### src/rtl/mantissa_normalizer.sv
// Floating-point mantissa normalizer: leading-one detect, left shift, exponent adjust with subnormal clamp.
// Build option MANTISSA_NORMALIZER_PIPE_EN registers leading-one detection ahead of the shifter (latency 2).
module mantissa_normalizer #(
    parameter int WIDTH     = 24,
    parameter int EXP_WIDTH = 8
) (
    input  logic                 clk,
    input  logic                 rst_n,
    input  logic                 in_valid,
    output logic                 in_ready,
    input  logic [WIDTH-1:0]     in_mag,
    input  logic [EXP_WIDTH-1:0] in_exp,
    output logic                 out_valid,
    input  logic                 out_ready,
    output logic [WIDTH-1:0]     out_mant,
    output logic [EXP_WIDTH-1:0] out_exp,
    output logic                 out_zero,
    output logic                 out_denorm
);
    localparam int SW = $clog2(WIDTH);

    typedef struct packed {
        logic                 zero;
        logic                 denorm;
        logic [EXP_WIDTH-1:0] ex;
        logic [WIDTH-1:0]     mant;
    } norm_t;

    // Shift distance that brings the highest set bit to WIDTH-1 (0 for a zero input).
    function automatic logic [SW-1:0] lead_shift(input logic [WIDTH-1:0] mag);
        logic [SW-1:0] s;
        s = '0;
        for (int i = 0; i < WIDTH; i++) begin
            if (mag[i]) s = SW'(WIDTH - 1 - i);
        end
        return s;
    endfunction

    // Subnormal results stop shifting once the exponent reaches 1, encoded as exponent 0.
    function automatic norm_t normalize(input logic [WIDTH-1:0]     mag,
                                        input logic [EXP_WIDTH-1:0] ex,
                                        input logic [SW-1:0]        s,
                                        input logic                 z);
        norm_t                r;
        logic [EXP_WIDTH-1:0] s_ext;
        logic [EXP_WIDTH-1:0] sub_sh;
        r      = '0;
        s_ext  = EXP_WIDTH'(s);
        sub_sh = '0;
        if (z) begin
            r.zero = 1'b1;
        end else if (ex > s_ext) begin
            r.mant = mag << s;
            r.ex   = ex - s_ext;
        end else begin
            if (ex != '0) sub_sh = ex - EXP_WIDTH'(1);
            r.mant   = mag << sub_sh;
            r.denorm = 1'b1;
        end
        return r;
    endfunction

    logic                 vld_p2;
    logic [WIDTH-1:0]     mant_p2;
    logic [EXP_WIDTH-1:0] exp_p2;
    logic                 zero_p2;
    logic                 denorm_p2;
    logic                 s2_ready;
    logic                 vld_to_p2;
    norm_t                nxt;

    assign s2_ready = !vld_p2 || out_ready;

`ifdef MANTISSA_NORMALIZER_PIPE_EN
    logic                 vld_p1;
    logic                 s1_ready;
    logic [WIDTH-1:0]     mag_p1;
    logic [EXP_WIDTH-1:0] exp_p1;
    logic [SW-1:0]        s_p1;
    logic                 z_p1;

    assign s1_ready = !vld_p1 || s2_ready;
    assign in_ready = s1_ready;

    // Stage p1: capture the beat together with its shift distance and zero flag.
    always_ff @(posedge clk or negedge rst_n) begin
        if (!rst_n) vld_p1 <= 1'b0;
        else if (s1_ready) vld_p1 <= in_valid;
    end

    always_ff @(posedge clk) begin
        if (s1_ready && in_valid) begin
            mag_p1 <= in_mag;
            exp_p1 <= in_exp;
            s_p1   <= lead_shift(in_mag);
            z_p1   <= (in_mag == '0);
        end
    end

    assign nxt       = normalize(mag_p1, exp_p1, s_p1, z_p1);
    assign vld_to_p2 = vld_p1;
`else
    assign in_ready  = s2_ready;
    assign nxt       = normalize(in_mag, in_exp, lead_shift(in_mag), in_mag == '0);
    assign vld_to_p2 = in_valid;
`endif

    // Stage p2: output register; holds while the consumer stalls.
    always_ff @(posedge clk or negedge rst_n) begin
        if (!rst_n) begin
            vld_p2    <= 1'b0;
            mant_p2   <= '0;
            exp_p2    <= '0;
            zero_p2   <= 1'b0;
            denorm_p2 <= 1'b0;
        end else if (s2_ready) begin
            vld_p2 <= vld_to_p2;
            if (vld_to_p2) begin
                mant_p2   <= nxt.mant;
                exp_p2    <= nxt.ex;
                zero_p2   <= nxt.zero;
                denorm_p2 <= nxt.denorm;
            end
        end
    end

    assign out_valid  = vld_p2;
    assign out_mant   = mant_p2;
    assign out_exp    = exp_p2;
    assign out_zero   = zero_p2;
    assign out_denorm = denorm_p2;
endmodule

### config.mk
export PLATFORM = sky130hd
export DESIGN_NAME = mantissa_normalizer
export DESIGN_NICKNAME = d
export VERILOG_FILES = /design/src/rtl/mantissa_normalizer.sv
export SDC_FILE = /design/constraint.sdc
export NUM_CORES = 1
export LEC_CHECK = 0
export CORE_MARGIN = 2
export CORE_UTILIZATION = 30
export CTS_BUF_LIST = sky130_fd_sc_hd__clkbuf_8
export DETAILED_ROUTE_END_ITERATION = 12
export GPL_TIMING_DRIVEN = 0
export MAX_ROUTING_LAYER = met4
export REMOVE_ABC_BUFFERS = 1
export SETUP_SLACK_MARGIN = 0.1
export SLEW_MARGIN = 20
export SYNTH_ARGS = -nofsm -noshare
export SYNTH_HDL_FRONTEND = slang
export SYNTH_SLANG_ARGS = --single-unit
### constraint.sdc
create_clock -name clk -period 1.8 [get_ports clk]
set_input_delay 0.36 -clock clk [delete_from_list [all_inputs] [get_ports clk]]
set_output_delay 0.36 -clock clk [all_outputs]
set_load 0.03 [all_outputs]
==> key figures, run 1 <==
Power
  • Internal power: 2.29 mW
  • Maximum VDD drop: 324 µV
  • Net Switching: 1.44 mW
  • Combinational power share: 53.0%
  • Total Power: 3.73 mW
  • Leakage power: 2.68 nW
  • Pwr/cell area: 654 mW/mm²
  • Clk pwr share: 19.8%
  • Net Sw Frac: 38.6%
  • Sequential power share: 27.2%

Placement
  • Routability Congestion: 0.899
  • Number of port buffers: 71
  • Final HPWL DP: 7.51 mm

Clock network
  • CTS root buffer: clkbuf_8
  • Clock-pin slew on the worst setup and hold paths: 0.08 ns
  • Total CTS buffers: 5
  • Sink Count: 35
  • H-tree Lvls: 2
  • Clock Latency Late Sink: 0.29 ns
  • CTS tree: built
  • Longest Clk Path Bufs: 2

Route
  • Post-route ant nets: 0
  • DR DRC count: 0
  • DR vias: 3,640
  • Total Wirelength: 12.4 mm
  • DR pass1 iterations: 4
  • Vias per cell: 5.55
  • First DRT Iteration DRCs: 256
  • Drt wl/cell: 19.0 µm

Yosys
  • Post-synth EDFFs: 0
  • Flops & latches, synth: 35
  • Post-synth cell types: 63
  • Ys async rst share: 100%
  • Yosys warnings: 0
  • Synth Instances: 373
  • Most common cell in the netlist: mux2i_1
  • Register area share after synthesis: 26.9%
  • Top cells by count, synth: mux2i_1 (55), nand2_1 (42), dfrtp_1 (35)
  • Synth Cell Area: 0.00325 mm²
  • Largest cells by area after synthesis: dfrtp_1 (27%), mux2i_1 (17%), nand2_1 (4.8%), nor2_1 (3.3%), o21ai_0 (3.2%)
  • Share of the synthesized area in the top cell type: 26.9%
  • Ys flop type: dfrtp_1
  • Syn avg cell area: 8.71 µm²
  • Synth area leader: dfrtp_1

STA
  • Final Cycle Share: 228%
  • Slew @ Worst Pin: 1.04 ns
  • Worst hold slack: 0.411 ns
  • RSZ-0062 raised after global routing: yes
  • Max Clk Rate: 244 MHz
  • Slew Limit Fails: 0
  • Slew HR: 30.0%
  • Final Worst Setup Slack: -2.30 ns
  • Final Hold Viols: 0
  • Final min period: 4.10 ns
  • Clock skew: 0.00728 ns
  • Finish-stage setup viols: 33

Cells and area
  • Antenna diode instance count: 0
  • Util after Layout: 53.2%
  • Nets: 559
  • Layout cells sized above 1: 41.7%
  • Synth-to-Final Area Change: 75.1%

Global route
  • Grt total ovfl: 0
  • Initial antenna violation count: 0
  • Largest net degree at the start of global routing: 40
  • Vias in the first global route: 3,474
  • First-pass GRT wire length: 18.9 mm
  • All-Layer GR Usage: 21.0%

Worst setup path
  • FF-to-FF Start: out_valid$_DFFE_PN0N_
  • CP required: 2.00 ns
  • Critical path arrival: 4.30 ns
  • Max Fanout on Critical Path: 7
  • Beginning of the critical path: in_mag[1]
  • CP Capture Type: register
  • Startpoint class of the critical path: input port
  • Crit path kind: input port to register

Die
  • Die ar.: 0.0117 mm²
  • Die Y: 108 µm
  • Boundary Pins: 72
  • Core area: 0.0107 mm²
  • Row count: 38
  • Die width: 108 µm
  • Initial Utilization: 30.4%

Status
  • Status: finished, violations left
  • Failing checks: negative setup slack

Worst hold path
  • Hold Path Class: input port to register
  • Hold Crit Start: in_mag[0]

Flow run
  • # Max-Cap Violations: 0
[timing repair]
action | CTS | global route
endpoints found under the setup margin | 38 | 62
setup buffers | 61 | 14
hold buffers | 1 | 0
pin swaps | 38 | 25
resized for setup | 214 | 112
cloned | 5 | 0
endpoints found under the hold margin | 6 | 0
[layout make-up]
cell class	count	area (µm²)
Tap cell	140	175
Fill cell	914	5000
Inverter	10	37.5
Sequential cell	35	876
Clock inverter	2	35.0
Timing Repair Buffer	152	1600
Multi-Input combinational cell	311	2890
Clock buffer	6	82.6
[cell usage in the layout (no fill, tap or decap), types with 6 or more instances in the layout]
cell / instances
ha_1: 6
buf_6: 22
buf_4: 50
mux2i_2: 17
nor2_1: 22
clkdlybuf4s50_1: 15
mux2_4: 7
nand2_1: 37
dfrtp_1: 35
o21ai_1: 13
a21o_1: 6
mux2i_1: 26
clkbuf_2: 8
dlymetal6s2s_1: 27
buf_2: 8
buf_12: 11
inv_1: 9
a21oi_1: 13
mux2i_4: 13
clkbuf_8: 6
[final timing paths]
kind                                            endpoint  slack, ns  cells after the start
worst max-delay path            out_mant[21]$_DFFE_PN0P_      -2.30                     22
worst min-delay path             out_mant[0]$_DFFE_PN0P_       0.41                      3
worst max register to register  out_mant[20]$_DFFE_PN0P_      -0.45                      7
worst min register to register    out_denorm$_DFFE_PN0P_       0.47                      2
max in group asynchronous          out_valid$_DFFE_PN0N_       0.95                      3
min in group asynchronous        out_mant[1]$_DFFE_PN0P_       0.44                      2
[sequential cells by signal, summed over array words and instances (netlist names)]
| signal | cells |
|---|---|
| out_valid | 1 |
| out_zero | 1 |
| out_mant | 24 |
| out_exp | 8 |
| out_denorm | 1 |
[power by group through the flow]
| stage | registers (mW) | clock network [mW] | logic [mW] |
|---|---|---|---|
| global route | 1.03 | 0.789 | 2.08 |
| floorplan | 1.31 | 0 | 0.563 |
| detailed placement | 1.03 | 0 | 1.47 |
| CTS | 1.02 | 0.750 | 1.84 |
| global placement | 1.03 | 0 | 1.44 |
| finish | 1.01 | 0.739 | 1.97 |
[through the flow]
step	setup WS, ns	instances	instance area (µm²)	TNS (ns)
after CTS	-2.29	643	5390	-67.12
after floorplan	-3.23	355	3150	-83.80
after global placement	-4.93	566	4040	-151.04
after detailed placement	-4.40	568	4090	-122.34
final	-2.30	656	5690	-65.30
after global routing	-2.47	656	5690	-71.30
[cell families (layout without fill, tap and decap cells)]
| group | Yosys count | count (layout) | synth area share, % |
|---|---|---|---|
| flip-flops | 35 | 35 | 26.9 |
| AO/OA/AOI/OAI | 105 | 106 | 23.8 |
| AND/OR/NAND/NOR | 123 | 123 | 18.6 |
| multiplexers | 65 | 65 | 20.7 |
| buffers and inverters | 28 | 170 | 4.12 |
| XOR/XNOR | 9 | 9 | 2.42 |
| adder cells (fa/ha/maj) | 8 | 8 | 3.31 |
[worst max-delay path, cell delays in order]
cell and delay, ns:
buf_12 0.10, nand2b_4 0.13, a221oi_2 0.24, o211ai_1 0.16, a211oi_1 0.23, nor2_1 0.08, nor2_1 0.11, ha_2 0.18
inv_2 0.04, fa_2 0.33, a211o_1 0.30, a21oi_4 0.21, buf_6 0.13, o21a_4 0.20, a211oi_4 0.08, nor2_4 0.25
buf_12 0.15, buf_16 0.13, mux2i_1 0.33, o2bb2ai_2 0.20, a221oi_2 0.11, a311oi_2 0.22
[per-layer routing]
layer / global-route usage (%) / wire length [µm] / vias to the layer above / share of wire (%)
met3: 2.77 / 569 / 29 / 4.6
met5: - / 0 / - / 0
met4: 8.42 / 354 / 0 / 2.8
li1: - / - / 1706 / -
met2: 33.5 / 6110 / 116 / 49
met1: 26.9 / 5400 / 1789 / 43
No activity file was read; power rests on OpenSTA's default activity.
==> run 2: changes to the inputs <==
PLACE_DENSITY_LB_ADDON = 0.1   (was default)
REMOVE_ABC_BUFFERS = default   (was 1)
TNS_END_PERCENT = 5   (was default)
==> key figures, run 2 (synthesized netlist as in run 1, its figures left out) <==
Status
  • Status: finished, violations left
  • Failing checks: negative setup slack

Cells and area
  • Max reg flops: 24 (unchanged)
  • Fillers: 1,005 (+10%)
  • Most frequent cells in the layout: nand2_1 (39), dfrtp_1 (35), buf_4 (28)
  • Util after Layout: 49.7% (-3.6 points)
  • Layout cells sized above 1: 35.9% (-5.7 points)
  • Nets: 531 (-5.0%)
  • Synth-to-Final Area Change: 63.4%
  • Antenna diode instance count: 0 (unchanged)
  • Most common cell after layout, fill and taps aside: nand2_1

Clock network
  • CTS root buffer: clkbuf_8
  • H-tree Lvls: 2 (unchanged)
  • Clock-pin slew on the worst setup and hold paths: 0.07 ns (about the same)
  • Sink Count: 35 (unchanged)
  • Total CTS buffers: 5 (unchanged)
  • Longest Clk Path Bufs: 2 (unchanged)
  • Clock Latency Late Sink: 0.28 ns (about the same)
  • CTS tree: built

Route
  • Vias per cell: 5.46 (-1.6%)
  • Post-route ant nets: 0 (unchanged)
  • DR DRC count: 0 (unchanged)
  • DR pass1 iterations: 4 (unchanged)
  • First DRT Iteration DRCs: 165 (-36%)
  • Total Wirelength: 11.3 mm (-8.8%)
  • DR vias: 3,424 (-5.9%)
  • Drt wl/cell: 18.1 µm (-4.6%)

Global route
  • All-Layer GR Usage: 19.7% (-1.2 points)
  • First-pass GRT wire length: 17.7 mm (-6.2%)
  • Largest net degree at the start of global routing: 23 (-43%)
  • Initial antenna violation count: 0 (unchanged)
  • Grt total ovfl: 0 (unchanged)
  • Vias in the first global route: 3,341 (-3.8%)

Worst setup path
  • R2r setup slk: -0.08 ns (+0.37 ns)
  • Critical-path top delay cell: clkdlybuf4s50_1
  • Max Fanout on Critical Path: 7 (unchanged)
  • Crit path kind: input port to register
  • Cell Chain, Critical Path: clkdlybuf4s50_1 -> nor4_4 -> nor3b_2 -> o41ai_4 -> nand2_1 -> fa_2 -> a211o_1 -> a21oi_4 -> o21ai_4 -> a31oi_4 -> buf_12 -> buf_12 -> mux2i_4 -> mux2i_1 -> mux2i_1 -> o22ai_1 -> a221o_1
  • Slowest stage delay, CP: 0.69 ns (+0.36 ns)
  • CP required: 1.97 ns (-0.03 ns)
  • Critical path arrival: 4.34 ns (+0.04 ns)
  • Startpoint class of the critical path: input port
  • Buf+Inv Stages, Crit Path: 3 (-2)
  • CP Capture Type: register
  • Largest delay contributor family on the critical path: compound AO/OA/AOI/OAI gates

STA
  • Final Hold Viols: 0 (unchanged)
  • Final Cycle Share: 231% (+3.5 points)
  • Final Worst Setup Slack: -2.37 ns (-0.0633 ns)
  • Clock skew: 0.00290 ns (-0.00438 ns)
  • Slew Limit Fails: 0 (unchanged)
  • Slew HR: 40.3% (+10 points)
  • Worst hold slack: 0.474 ns (+0.0628 ns)
  • Final min period: 4.17 ns (+0.0633 ns)
  • Max Clk Rate: 240 MHz (-1.5%)
  • RSZ-0062 raised after global routing: yes
  • Finish-stage setup viols: 33 (unchanged)
  • Slew @ Worst Pin: 0.889 ns (-0.153 ns)

Die
  • Core area: 0.0107 mm² (unchanged)
  • Die width: 108 µm (unchanged)
  • Die ar.: 0.0117 mm² (unchanged)
  • Row count: 38 (unchanged)
  • Die Y: 108 µm (unchanged)
  • Boundary Pins: 72 (unchanged)
  • Initial Utilization: 30.4% (unchanged)

Yosys
  • Synthesized net count: 417

Power
  • Leakage power: 2.43 nW (-9.5%)
  • Pwr/cell area: 649 mW/mm² (-0.86%)
  • Total Power: 3.45 mW (-7.5%)
  • Maximum VDD drop: 325 µV (+0.30%)

Placement
  • DP Worst Slack: -3.45 ns (+0.956 ns)
  • Routability Congestion: 0.872 (-3.0%)
  • Final HPWL DP: 8.51 mm (+13%)
  • Number of port buffers: 68 (-4.2%)

Worst hold path
  • Hold Path Class: register to register

Flow run
  • # Max-Cap Violations: 0 (unchanged)
-- run 2: final cells by class --
cell class | count | area, µm² | share of cell area (%)
buffer | 18 | 195 | 3.67
clock inverter | 1 | 5.00 | 0.0942
timing repair buffer | 107 | 1080 | 20.3
clock buffer | 6 | 82.6 | 1.55
multi-input combinational | 310 | 2860 | 53.8
tap | 140 | 175 | 3.30
inverter | 10 | 37.5 | 0.707
sequential | 35 | 876 | 16.5
-- run 2: worst paths after layout --
path | from | endpoint | depth (start not counted)
hold reg to reg | out_mant[0]$_DFFE_PN0P_ | out_mant[0]$_DFFE_PN0P_ | 2
setup reg to reg | out_valid$_DFFE_PN0N_ | out_mant[13]$_DFFE_PN0P_ | 7
max in group asynchronous | rst_n | out_mant[7]$_DFFE_PN0P_ | 3
hold / removal | out_mant[0]$_DFFE_PN0P_ | out_mant[0]$_DFFE_PN0P_ | 2
min in group asynchronous | rst_n | out_exp[0]$_DFFE_PN0P_ | 2
setup / recovery | in_mag[21] | out_mant[18]$_DFFE_PN0P_ | 17
-- run 2: report_power, final --
group | internal (mW) | leakage (nW) | switching [mW] | total, mW
sequential | 0.930 | 0.436 | 0.0852 | 1.01
combinational | 0.838 | 1.94 | 1.02 | 1.86
clock | 0.300 | 0.0470 | 0.276 | 0.576
-- run 2: timing repair --
action | in CTS | in global routing
gates cloned | 1 | 0
endpoints found under the setup margin | 39 | 60
buffers inserted | 25 | 11
hold buffers | 1 | 0
hold endpoints to repair | 13 | 0
gates resized for setup | 150 | 115
pin swaps | 23 | 18
-- run 2: per-layer routing --
| layer | vias up | wire, µm | GRT usage [%] |
|---|---|---|---|
| met2 | 101 | 5220 | 30.6 |
| met3 | 8 | 518 | 1.87 |
| li1 | 1650 | - | - |
| met1 | 1665 | 5470 | 27.6 |
| met5 | - | 0 | - |
| met4 | 0 | 136 | 5.31 |
-- run 2: stage by stage --
stage | area (µm²) | setup TNS [ns] | instances
floorplan | 3270 | -63.40 | 373
global placement | 4120 | -117.91 | 581
detailed placement | 4140 | -102.55 | 582
finish | 5310 | -65.58 | 627
global route | 5310 | -70.54 | 627
CTS | 4840 | -66.79 | 616
-- run 2: worst register-to-register path, delay by kind of cell, from the launching register on --
kind | cells | cell delay, ns
AO/OA/AOI/OAI | 2 | 0.59
AND/OR/NAND/NOR | 4 | 0.59
flip-flops | 1 | 0.37
buffers and inverters | 1 | 0.23
